`src/rtl/shift_pkg.sv`:
```
// shift_pkg: select codes and entry layout shared by the shift result path
package shift_pkg;
   localparam logic [1:0] SEL_PASS     = 2'b00;
   localparam logic [1:0] SEL_SHL      = 2'b01;
   localparam logic [1:0] SEL_SHR      = 2'b10;
   localparam logic [1:0] SEL_PASS_ALT = 2'b11;
   localparam int RES_W = 32;
   typedef struct packed {
      logic [RES_W-1:0] result;
      logic [1:0]       sel;
      logic             zero;
      logic             neg;
      logic             shifted;
   } shift_entry_t;
endpackage

```
`src/rtl/shift_flags.sv`:
```
// shift_flags: zero/negative/shifted flags for one shifter result
module shift_flags
   import shift_pkg::*;
#(
   parameter int WIDTH = 32
) (
   input  logic [WIDTH-1:0] result,
   input  logic [1:0]       sel,
   output logic             zero,
   output logic             neg,
   output logic             shifted
);
   // flags derived purely from the captured value and select code
   always_comb begin
      zero    = result == '0;
      neg     = result[WIDTH-1];
      shifted = sel == SEL_SHL || sel == SEL_SHR;
   end
endmodule

```
`src/rtl/shift_result_stage.sv`:
```
// shift_result_stage: two-entry skid buffer for shifter results with flags and delivery count
module shift_result_stage
   import shift_pkg::*;
#(
   parameter int WIDTH = 32,
   parameter int CNT_W = 16
) (
   input  logic             clk,
   input  logic             rst_n,
   input  logic             in_valid,
   output logic             in_ready,
   input  logic [WIDTH-1:0] in_result,
   input  logic [1:0]       in_sel,
   output logic             out_valid,
   input  logic             out_ready,
   output logic [WIDTH-1:0] out_result,
   output logic [1:0]       out_sel,
   output logic             out_zero,
   output logic             out_neg,
   output logic             out_shifted,
   output logic [CNT_W-1:0] done_count
);
   typedef struct packed {
      logic [WIDTH-1:0] result;
      logic [1:0]       sel;
      logic             zero;
      logic             neg;
      logic             shifted;
   } entry_t;
   entry_t           head_q, head_d, tail_q, tail_d, in_e;
   logic [1:0]       count_q, count_d;
   logic             in_ready_q, in_ready_d, out_valid_q, out_valid_d;
   logic [CNT_W-1:0] done_q, done_d;
   logic             push, pop, zero, neg, shifted;
   shift_flags #(.WIDTH(WIDTH)) u_flags (
      .result (in_result),
      .sel    (in_sel),
      .zero   (zero),
      .neg    (neg),
      .shifted(shifted)
   );
   // occupancy, head/tail steering and handshake flags for the next cycle
   always_comb begin
      push        = in_valid && in_ready_q;
      pop         = out_valid_q && out_ready;
      in_e        = '{result: in_result, sel: in_sel, zero: zero, neg: neg, shifted: shifted};
      count_d     = (push && !pop) ? count_q + 2'd1 : (pop && !push) ? count_q - 2'd1 : count_q;
      head_d      = (push && (count_q == 2'd0 || pop)) ? in_e : (pop && count_q == 2'd2) ? tail_q : head_q;
      tail_d      = (push && !pop && count_q == 2'd1) ? in_e : tail_q;
      in_ready_d  = count_d != 2'd2;
      out_valid_d = count_d != 2'd0;
      done_d      = done_q + CNT_W'(pop);
   end
   // state registers; reset drops any buffered entries
   always_ff @(posedge clk) begin
      if (!rst_n) begin
         count_q     <= 2'd0;
         head_q      <= '0;
         tail_q      <= '0;
         in_ready_q  <= 1'b1;
         out_valid_q <= 1'b0;
         done_q      <= '0;
      end else begin
         count_q     <= count_d;
         head_q      <= head_d;
         tail_q      <= tail_d;
         in_ready_q  <= in_ready_d;
         out_valid_q <= out_valid_d;
         done_q      <= done_d;
      end
   end
   assign in_ready    = in_ready_q;
   assign out_valid   = out_valid_q;
   assign out_result  = head_q.result;
   assign out_sel     = head_q.sel;
   assign out_zero    = head_q.zero;
   assign out_neg     = head_q.neg;
   assign out_shifted = head_q.shifted;
   assign done_count  = done_q;
endmodule

```
`config.mk`:
```
export PLATFORM = sky130hd
export DESIGN_NAME = shift_result_stage
export DESIGN_NICKNAME = d
export VERILOG_FILES = /design/src/rtl/shift_pkg.sv /design/src/rtl/shift_flags.sv /design/src/rtl/shift_result_stage.sv
export SDC_FILE = /design/constraint.sdc
export NUM_CORES = 1
export LEC_CHECK = 0
export ABC_CLOCK_PERIOD_IN_PS = 2200
export CAP_MARGIN = 0
export CORE_MARGIN = 2
export CORE_UTILIZATION = 40
export DETAILED_ROUTE_END_ITERATION = 7
export DONT_BUFFER_PORTS = 1
export MAX_ROUTING_LAYER = met4
export PLACE_DENSITY = 0.64
export SKIP_LAST_GASP = 1
export SLEW_MARGIN = 20
export SYNTH_ARGS = -nofsm -noshare
export SYNTH_HDL_FRONTEND = slang
export SYNTH_HIERARCHICAL = 1
export SYNTH_SLANG_ARGS = --single-unit
```
`constraint.sdc`:
```
create_clock -name clk -period 2.2 [get_ports clk]
set_clock_uncertainty 0.05 [all_clocks]
set_input_delay 0.66 -clock clk [delete_from_list [all_inputs] [get_ports clk]]
set_output_delay 0.66 -clock clk [all_outputs]
set_load 0.005 [all_outputs]
```
==> impl_results.md, run 1 <==
* Remaining DRCs at 0
* Crit-path slowest cell: sky130_fd_sc_hd__o21ai_4
* Overall track demand over capacity in global routing at 17.3%
* Antenna violations before repair at 0
* Most frequent cells in the layout: 94 x sky130_fd_sc_hd__dfxtp_1, 80 x sky130_fd_sc_hd__nand2_1, 52 x sky130_fd_sc_hd__nor2_1
* Number of maximum-capacitance violations at 0
* Max_slew headroom at 59.2%
* I/O Buffers at 0
* Number of enable-type register cells in the synthesized netlist at 0
* Sequential power share at 51.4%
* Hold buffers post-CTS at 0
* Layout cell share with drive strength beyond 1 at 11.1%
* Core box area at 10200 sq um
* Crit path cell chain: inv_1 > ha_1 > o21ai_4 > buf_12 > nor2_1 > a211oi_1
* Cell area after technology mapping at 4130 sq um
* Syn-to-layout area delta at 6.49%
* Source-to-sink clock delay at the later pin of the worst-skew pair at 0.35 ns
* Largest net degree at the start of global routing at 78
* Number of inserted diodes at 0
* Data arrival time of the worst path at 2.22 ns
* Unique cell type count in the Yosys netlist at 38
* Switching power of the nets at 1.36 mW
* Clock power share at 27.1%
* Average cell area after synthesis at 9.15 sq um
* Power density of the placed cells at 939 nW/um^2
* CTS root buf: sky130_fd_sc_hd__clkbuf_8
* Avg Vias per Cell at 5.38
* Slack of the worst reg-to-reg path at 0.20 ns
* Number of buffer and inverter stages on the critical path at 2
* Number of violations reported at the end of detailed-routing iteration 0 at 207
* Maximum achievable frequency at 500 MHz
* Post-Synthesis Net Count at 494
* Wire length of the first global-routing pass at 15000 um
* Setup crit end kind: flip-flop
* Critical path's top delay family: compound AO/OA/AOI/OAI gates
* Via count of the first global-routing pass at 2965
* Die boundary width at 106 um
* Final number of setup-violating endpoints at 0
* Required time of the worst setup path at 2.42 ns
* Flops & latches, synth at 94
* Net switching share of the total power at 32.9%
* Post-route minimum period at 2.00 ns
* Number of rows created at floorplan at 37
* CTS max path bufs at 2
* Post-cts gate resize count at 0
* Gp weighted congestion at 0.806
* CTS tree: yes
* Total via count in the routed design at 3113
* Wirelength per Cell at 15.9 um
* Clock transition at path regs at 0.10 ns
* Number of warnings printed during yosys synthesis at 6
* DPL Wire Length at 6060 um
* Net count, final at 481
* Run status: complete, no violations
* Internal Power at 2.77 mW
* Most common library cell in the layout ignoring fill and taps: sky130_fd_sc_hd__dfxtp_1
* Floorplan die area at 11100 sq um
* Max VDD drop at 0.000479 V
* I/O pin count at 93
* Clock buffers created by TritonCTS at 9
* Utilization of the core after routing at 43.1%
* Period utilization at 90.9%
* Final Hold Vio Count at 0
* Post-synthesis cell count at 451
* Global route overflow at 0
* Vertical extent of the die at 106 um
* Post-synthesis sequential area ratio at 45.6%
* Setup CP Type: reg2reg
* Setup TNS at 0 ns
* First-pass DRT Iterations at 4
* Buffers inserted by post-CTS timing repair at 0
* Setup repair after global routing missed its margin: no
* Number of pins with negative max-slew slack in the final report at 0
* Peak per-stage delay on the critical path at 0.52 ns
* Final routed wirelength across all metal layers at 9190 um
* CTS H-tree lvls at 3
* Antenna Violating Nets Remaining at 0
* Leak Pwr at 1.74 nW
* Starting Density at 40.5%
* Worst Tran Pin Value at 0.610 ns
* Hold/Removal Path Class: in2reg
* Top_reg_cell synth: sky130_fd_sc_hd__dfxtp_1
* Crit Path Max Fanout at 28
* Comb power frac at 21.5%
* Type of origin of the critical path: flip-flop
* CTS sink count at 94
* Async set-reset flop share out of synthesis at 0%
==> final cells by class <==
class | count | area (sq um)
fillers | 1026 | 5790
multi-input cells | 321 | 2020
flip-flops and latches | 94 | 1880
well taps | 136 | 170
clock buffers | 10 | 138
repair buffers | 5 | 100
clock inverters | 6 | 51.3
inverters | 7 | 33.8
==> cell families after synthesis <==
group                    Yosys count  synth area share, %
XOR/XNOR                          11                 2.33
AO/OA/AOI/OAI                     89                 14.9
multiplexers                      38                 9.22
flip-flops                        94                 45.6
AND/OR/NAND/NOR                  178                 20.7
adder cells (fa/ha/maj)            5                 1.52
buffers and inverters             36                 5.64
==> cells in the mapped netlist, types with 2 or more instances <==
master                      n  area, sq um
sky130_fd_sc_hd__buf_2      9         45.0
sky130_fd_sc_hd__nor4_1     8         50.1
sky130_fd_sc_hd__xnor2_1    9         78.8
sky130_fd_sc_hd__nand3_1    8         40.0
sky130_fd_sc_hd__and2_1     3         18.8
sky130_fd_sc_hd__and3_1     2         12.5
sky130_fd_sc_hd__a21oi_1   43          215
sky130_fd_sc_hd__ha_1       5         62.6
sky130_fd_sc_hd__buf_4      3         22.5
sky130_fd_sc_hd__mux2i_1   38          380
sky130_fd_sc_hd__a211oi_1  24          180
sky130_fd_sc_hd__buf_6      9          101
sky130_fd_sc_hd__inv_1      5         18.8
sky130_fd_sc_hd__nand2_1   80          300
sky130_fd_sc_hd__o21ai_0    6         30.0
sky130_fd_sc_hd__nor3_1     4         20.0
sky130_fd_sc_hd__nor4_2     4         50.1
sky130_fd_sc_hd__nor2_1    52          195
sky130_fd_sc_hd__dfxtp_1   94         1880
sky130_fd_sc_hd__or3_1      5         31.3
sky130_fd_sc_hd__nand4_1    3         18.8
sky130_fd_sc_hd__xor2_1     2         17.5
sky130_fd_sc_hd__clkbuf_1   8         30.0
sky130_fd_sc_hd__a211oi_2  13          163
==> sequential cells by signal, indices dropped and copies added (netlist names) <==
name and count:
out_neg 1, out_zero 1, out_shifted 1, in_ready 1, count_q 2, out_result 32, out_valid 1, tail_q 37
out_sel 2, done_count 16
==> final timing paths <==
| path | startpoint | end | cells after the start |
|---|---|---|---|
| worst max register to register | count_q[0]$_SDFF_PN0_ | out_result[11]$_SDFFE_PN0P_ | 6 |
| worst min register to register | tail_q[2]$_SDFFE_PN0P_ | tail_q[2]$_SDFFE_PN0P_ | 2 |
| worst min-delay path | rst_n | in_ready$_SDFF_PN1_ | 1 |
| worst max-delay path | count_q[0]$_SDFF_PN0_ | out_result[11]$_SDFFE_PN0P_ | 6 |
==> power by group through the flow <==
| stage | clock (mW) | sequential [mW] | combinational (mW) |
|---|---|---|---|
| floorplan | 0 | 2.10 | 0.752 |
| CTS | 1.15 | 2.13 | 0.889 |
| finish | 1.12 | 2.12 | 0.886 |
| global route | 1.22 | 2.15 | 0.982 |
| global placement | 0 | 2.16 | 0.853 |
| detailed placement | 0 | 2.17 | 0.886 |
==> per-stage QoR <==
stage	instances	setup slack [ns]	hold WS, ns	cell area (sq um)	power (mW)
2_1_floorplan	451	0.398	0.386	4130	2.85
3_5_place_dp	563	0.165	0.397	4210	3.05
4_1_cts	579	0.204	0.322	4390	4.17
6_report	579	0.200	0.339	4390	4.13
3_3_place_gp	563	0.196	0.391	4210	3.02
5_1_grt	579	0.0102	0.319	4390	4.35
==> layer usage <==
layer  up-vias  GRT usage (%)  routed length [um]
li1       1532              -                   -
met1      1497           21.0                4130
met2        78           26.7                4300
met3         6           6.12                 666
met4         0           5.73                  89
met5         -              -                   0
Note: power is estimated with default switching activity, not from simulation.
==> inputs of run 2 (changes only) <==
- ABC_CLOCK_PERIOD_IN_PS: 2200 -> 2500
- CORE_UTILIZATION: 40 -> 30
- PLACE_DENSITY: 0.64 -> 0.54
- clock period: 2.2 -> 2.5 ns (I/O delays scaled with it)
==> run 2 against run 1 <==
Against the previous run: setup slack gained 0.30 ns; design area rose by 3.4%; global-route usage fell by 3.2 points; critical path type unchanged; critical endpoint is now out_result[5]$_SDFFE_PN0P_; largest power group unchanged.
==> impl_results.md, run 2 (synthesis gave the netlist of run 1 again) <==
* Gp weighted congestion at 0.761 (-5.6%)
* Starting Density at 30.9% (-9.6 points)
* Final routed wirelength across all metal layers at 9860 um (+7.2%)
* Data arrival time of the worst path at 2.21 ns (about the same)
* Utilization of the core after routing at 34.0% (-9.1 points)
* Via count of the first global-routing pass at 2879 (-2.9%)
* Run status: complete, no violations
* Clock buffers created by TritonCTS at 9 (unchanged)
* Type of origin of the critical path: flip-flop
* CTS tree: yes
* Die boundary width at 121 um (+15%)
* Post-cts gate resize count at 0 (unchanged)
* Number of violations reported at the end of detailed-routing iteration 0 at 172 (-17%)
* Setup TNS at 0 ns (unchanged)
* Leak Pwr at 1.79 nW (+2.9%)
* Number of pins with negative max-slew slack in the final report at 0 (unchanged)
* CTS max path bufs at 2 (unchanged)
* Total via count in the routed design at 3097 (-0.51%)
* Syn-to-layout area delta at 10.1%
* Count of cells along the worst hold path at 2 (+1)
* Remaining DRCs at 0 (unchanged)
* Number of rows created at floorplan at 42 (+14%)
* Buffers inserted by post-CTS timing repair at 0 (unchanged)
* Final Hold Vio Count at 0 (unchanged)
* CTS H-tree lvls at 3 (unchanged)
* Largest net degree at the start of global routing at 54 (-31%)
* Avg Vias per Cell at 4.98 (-7.4%)
* Wire length of the first global-routing pass at 15600 um (+4.1%)
* Number of inserted diodes at 0 (unchanged)
* Global route overflow at 0 (unchanged)
* Power density of the placed cells at 869 nW/um^2 (-7.5%)
* Crit Path Max Fanout at 22 (-21%)
* Hold buffers post-CTS at 0 (unchanged)
* Worst Reg2Reg Path Length in Cells at 6 (unchanged)
* Maximum achievable frequency at 500 MHz (about the same)
* Period utilization at 80.0% (-11 points)
* Net count, final at 484 (+0.62%)
* I/O Buffers at 0 (unchanged)
* Layout cell share with drive strength beyond 1 at 11.2% (+0.15 points)
* Max VDD drop at 0.000383 V (-20%)
* Core box area at 13300 sq um (+31%)
* Largest Register: tail_q
* Setup repair after global routing missed its margin: no
* Floorplan die area at 14700 sq um (+32%)
* CTS root buf: sky130_fd_sc_hd__clkbuf_16
* Vertical extent of the die at 121 um (+15%)
* Required time of the worst setup path at 2.71 ns (+0.29 ns)
* Wirelength per Cell at 15.8 um (-0.19%)
* Setup CP Type: reg2reg
* Max_slew headroom at 52.6% (-6.6 points)
* I/O pin count at 93 (unchanged)
* CTS sink count at 94 (unchanged)
* Overall track demand over capacity in global routing at 14.1% (-3.2 points)
* Post-route minimum period at 2.00 ns (-0.000478 ns)
* Number of flip-flops under the largest register name at 37 (unchanged)
* Most common library cell in the layout ignoring fill and taps: sky130_fd_sc_hd__dfxtp_1
* Clock transition at path regs at 0.07 ns (-0.03 ns)
* Setup crit end kind: flip-flop
* Worst Tran Pin Value at 0.708 ns (+0.0980 ns)
* Non-filler instance count after layout at 622 (+7.4%)
* Antenna Violating Nets Remaining at 0 (unchanged)
* Hold/Removal Path Class: reg2reg
* DPL Wire Length at 6610 um (+9.0%)
* Number of maximum-capacitance violations at 0 (unchanged)
* Source-to-sink clock delay at the later pin of the worst-skew pair at 0.34 ns (about the same)
* Placed Cells incl. Taps at 606 (+7.6%)
* Most frequent cells in the layout: 94 x sky130_fd_sc_hd__dfxtp_1, 80 x sky130_fd_sc_hd__nand2_1, 52 x sky130_fd_sc_hd__nor2_1
* Final number of setup-violating endpoints at 0 (unchanged)
* First-pass DRT Iterations at 5 (+1)
* Antenna violations before repair at 0 (unchanged)
==> run 2: worst max-delay path, cell delays in order (launching register included) <==
cell and delay [ns]:
sky130_fd_sc_hd__dfxtp_1 0.38, sky130_fd_sc_hd__inv_1 0.11, sky130_fd_sc_hd__ha_1 0.24, sky130_fd_sc_hd__o21ai_4 0.59, sky130_fd_sc_hd__buf_4 0.28, sky130_fd_sc_hd__nor2_1 0.06
sky130_fd_sc_hd__a211oi_2 0.19
==> run 2: layout make-up <==
| class | instances | area, sq um |
|---|---|---|
| inverters | 7 | 33.8 |
| repair buffers | 8 | 110 |
| clock buffers | 13 | 260 |
| clock inverters | 3 | 18.8 |
| flip-flops and latches | 94 | 1880 |
| fillers | 1393 | 8800 |
| well taps | 176 | 220 |
| multi-input cells | 321 | 2020 |
==> run 2: path summary, 6_finish.rpt <==
path	slack [ns]	end	from
setup / recovery	0.50	out_result[5]$_SDFFE_PN0P_	count_q[0]$_SDFF_PN0_
setup reg to reg	0.50	out_result[5]$_SDFFE_PN0P_	count_q[0]$_SDFF_PN0_
hold / removal	0.40	tail_q[31]$_SDFFE_PN0P_	tail_q[31]$_SDFFE_PN0P_
hold reg to reg	0.40	tail_q[31]$_SDFFE_PN0P_	tail_q[31]$_SDFFE_PN0P_
==> run 2: stage by stage <==
step	power [mW]	cell area (sq um)	setup WS [ns]	hold WS, ns
after floorplan	2.51	4130	0.608	0.386
after global placement	2.67	4270	0.362	0.391
after detailed placement	2.69	4270	0.304	0.396
after CTS	4.01	4540	0.465	0.405
after global routing	4.19	4540	0.301	0.420
final	3.95	4540	0.500	0.404
==> run 2: per-layer routing <==
metal | track usage [%] | wire, um
met1 | 17.5 | 4490
met2 | 20.6 | 4400
met3 | 6.16 | 833
met4 | 4.45 | 138
met5 | - | 0
==> run 2: power by group <==
part | leakage [nW] | switching [mW] | total [mW] | internal, mW
sequential | 0.768 | 0.165 | 1.87 | 1.71
combinational | 0.881 | 0.454 | 0.773 | 0.320
clock | 0.140 | 0.574 | 1.30 | 0.728
==> inputs of run 3 (changes only) <==
- ABC_CLOCK_PERIOD_IN_PS: 2500 -> 1800
- PLACE_DENSITY: 0.54 -> 0.55
- clock period: 2.5 -> 1.8 ns (I/O delays scaled with it)
==> run 3 against run 2 <==
Against the previous run: wire length up 4.9%; setup slack got worse by 0.40 ns; core utilization is 1.4 points higher; cell count up 1.9%.
==> impl_results.md, run 3 (synthesis gave the netlist of run 1 again) <==
* Power density of the placed cells at 1250 nW/um^2 (+44%)
* Number of inserted filler cells in the final layout at 1365 (-2.0%)
* Data arrival time of the worst path at 1.91 ns (-0.30 ns)
* Clock transition at path regs at 0.07 ns (about the same)
* Setup crit end kind: flip-flop
* Clock buffers created by TritonCTS at 9 (unchanged)
* CTS max path bufs at 2 (unchanged)
* Layout cell share with drive strength beyond 1 at 14.0% (+2.8 points)
* Largest Register: tail_q
* Gp weighted congestion at 0.842 (+11%)
* Core box area at 13300 sq um (unchanged)
* Buffers inserted by post-CTS timing repair at 0 (unchanged)
* I/O Buffers at 0 (unchanged)
* Setup repair after global routing missed its margin: yes
* Floorplan die area at 14700 sq um (unchanged)
* Critical path's top delay family: compound AO/OA/AOI/OAI gates
* Non-filler instance count after layout at 634 (+1.9%)
* Worst Reg2Reg Path Length in Cells at 6 (unchanged)
* Worst setup slack before clock tree synthesis at -0.0427 ns (-0.346 ns)
* Post-detailed-placement cell area at 4380 sq um (+2.7%)
* Met2 track demand over resource in global routing at 22.9% (+2.4 points)
* Total via count in the routed design at 3219 (+3.9%)
* Switching power of the nets at 1.72 mW (+44%)
* Final number of setup-violating endpoints at 0 (unchanged)
* Peak per-stage delay on the critical path at 0.39 ns (-0.20 ns)
* DPL Wire Length at 7130 um (+7.9%)
* Antenna violations before repair at 0 (unchanged)
* Hold/Removal Path Class: in2reg
* Crit path cell chain: inv_1 > ha_1 > o21ai_4 > buf_12 > nor2_1 > a211oi_1
* Maximum achievable frequency at 588 MHz (+17%)
* Sequential power share at 44.0% (-3.4 points)
* Vertical extent of the die at 121 um (unchanged)
* Via count of the first global-routing pass at 3125 (+8.5%)
* GRT Max-Usage Layer: met2
* Post-layout total power at 5.90 mW (+50%)
* Avg Vias per Cell at 5.08 (+2.0%)
* Setup TNS at 0 ns (unchanged)
* Die boundary width at 121 um (unchanged)
* Wirelength per Cell at 16.3 um (+2.9%)
* Syn-to-layout area delta at 14.6%
* Number of pins with negative max-slew slack in the final report at 0 (unchanged)
* Largest net degree at the start of global routing at 51 (-5.6%)
* Number of violations reported at the end of detailed-routing iteration 0 at 154 (-10%)
* Overall track demand over capacity in global routing at 14.7% (+0.56 points)
* CTS tree: yes
* Count of cells along the worst hold path at 1 (-1)
* Leak Pwr at 1.89 nW (+5.4%)
* Wire length of the first global-routing pass at 16200 um (+4.1%)
* Max VDD drop at 0.000523 V (+36%)
* CTS sink count at 94 (unchanged)
* Net count, final at 496 (+2.5%)
* Period utilization at 94.6% (+15 points)
* Placed Cells incl. Taps at 618 (+2.0%)
* Final Hold Vio Count at 0 (unchanged)
* Remaining DRCs at 0 (unchanged)
* Internal Power at 4.19 mW (+52%)
* Max_slew headroom at 73.2% (+21 points)
* Global routing usage on met1 at 17.2% (-0.29 points)
* Number of maximum-capacitance violations at 0 (unchanged)
* CTS H-tree lvls at 3 (unchanged)
* Number of logic stages on the critical path including buffering at 6 (unchanged)
* Final routed wirelength across all metal layers at 10300 um (+4.9%)
* Net switching share of the total power at 29.1% (-1.2 points)
* Least setup slack across all paths after layout at 0.0980 ns (-0.402 ns)
* Layout Cell Area excl Fill at 4730 sq um (+4.1%)
* Number of flip-flops under the largest register name at 37 (unchanged)
* Number of rows created at floorplan at 42 (unchanged)
* Crit-path slowest cell: sky130_fd_sc_hd__dfxtp_1
* Comb power frac at 18.8% (-0.8 points)
* Source-to-sink clock delay at the later pin of the worst-skew pair at 0.35 ns (about the same)
* Antenna Violating Nets Remaining at 0 (unchanged)
* Global route overflow at 0 (unchanged)
* Crit Path Max Fanout at 50 (+130%)
* Most common library cell in the layout ignoring fill and taps: sky130_fd_sc_hd__dfxtp_1
* CTS root buf: sky130_fd_sc_hd__clkbuf_16
* Met3 GRT Util at 5.83% (-0.33 points)
* Slack of the worst reg-to-reg path at 0.1 ns (-0.40 ns)
* Required time of the worst setup path at 2.01 ns (-0.70 ns)
* Most frequent cells in the layout: 94 x sky130_fd_sc_hd__dfxtp_1, 80 x sky130_fd_sc_hd__nand2_1, 52 x sky130_fd_sc_hd__nor2_1
* Starting Density at 30.9% (unchanged)
* I/O pin count at 93 (unchanged)
* Number of inserted diodes at 0 (unchanged)
* Clock power share at 37.2% (+4.2 points)
* Number of buffer and inverter stages on the critical path at 2 (unchanged)
* Setup CP Type: reg2reg
* Type of origin of the critical path: flip-flop
* Run status: complete, no violations
* Worst Tran Pin Value at 0.398 ns (-0.310 ns)
* Post-route minimum period at 1.70 ns (-0.298 ns)
* First-pass DRT Iterations at 4 (-1)
## run 3: cell types whose count changed in the layout (fill, tap and decap cells not counted)
cell                         before  now
sky130_fd_sc_hd__clkbuf_1         2    0
sky130_fd_sc_hd__bufinv_16        0    3
sky130_fd_sc_hd__buf_4            4   13
sky130_fd_sc_hd__clkinv_2         2    1
sky130_fd_sc_hd__buf_12           4    6
sky130_fd_sc_hd__clkbuf_8         2    0
sky130_fd_sc_hd__clkinvlp_4       0    1
sky130_fd_sc_hd__buf_6            0    1
sky130_fd_sc_hd__inv_6            0    1
## run 3: layout make-up
class	count	area (sq um)	area share (%)
multi-input cells	321	2020	42.7
flip-flops and latches	94	1880	39.8
repair buffers	20	229	4.84
clock buffers	9	225	4.76
well taps	176	220	4.66
clock inverters	7	120	2.54
inverters	7	33.8	0.714
## run 3: path summary, 6_finish.rpt
check                          start                           to
min                            rst_n          in_ready$_SDFF_PN1_
max            count_q[0]$_SDFF_PN0_  out_result[18]$_SDFFE_PN0P_
min reg2reg  tail_q[31]$_SDFFE_PN0P_      tail_q[31]$_SDFFE_PN0P_
max reg2reg    count_q[0]$_SDFF_PN0_  out_result[18]$_SDFFE_PN0P_
## run 3: timing repair
action,in CTS,in global routing
hold buffers,0,0
endpoints found under the setup margin,0,6
gates resized for setup,0,1
## run 3: power by group through the flow
stage               Clock [mW]  Sequential (mW)  Combinational [mW]
global route              2.35             2.64                1.24
global placement             0             2.65                1.07
finish                    2.20             2.60                1.11
floorplan                    0             2.57               0.919
detailed placement           0             2.65                1.11
CTS                       2.28             2.61                1.12
## run 3: layer usage
layer  share of wire, %  vias up
li1                   -     1572
met1                 43     1531
met2                 47      100
met3                8.7       16
met4                1.7        0
met5                  0        -
## run 3: stage by stage
step / utilization (%) / hold WS [ns]
6_report: 35.4 / 0.235
5_1_grt: 35.4 / 0.226
4_1_cts: 35.4 / 0.219
3_5_place_dp: 32.8 / 0.396
3_3_place_gp: 32.8 / 0.390
2_1_floorplan: - / 0.386
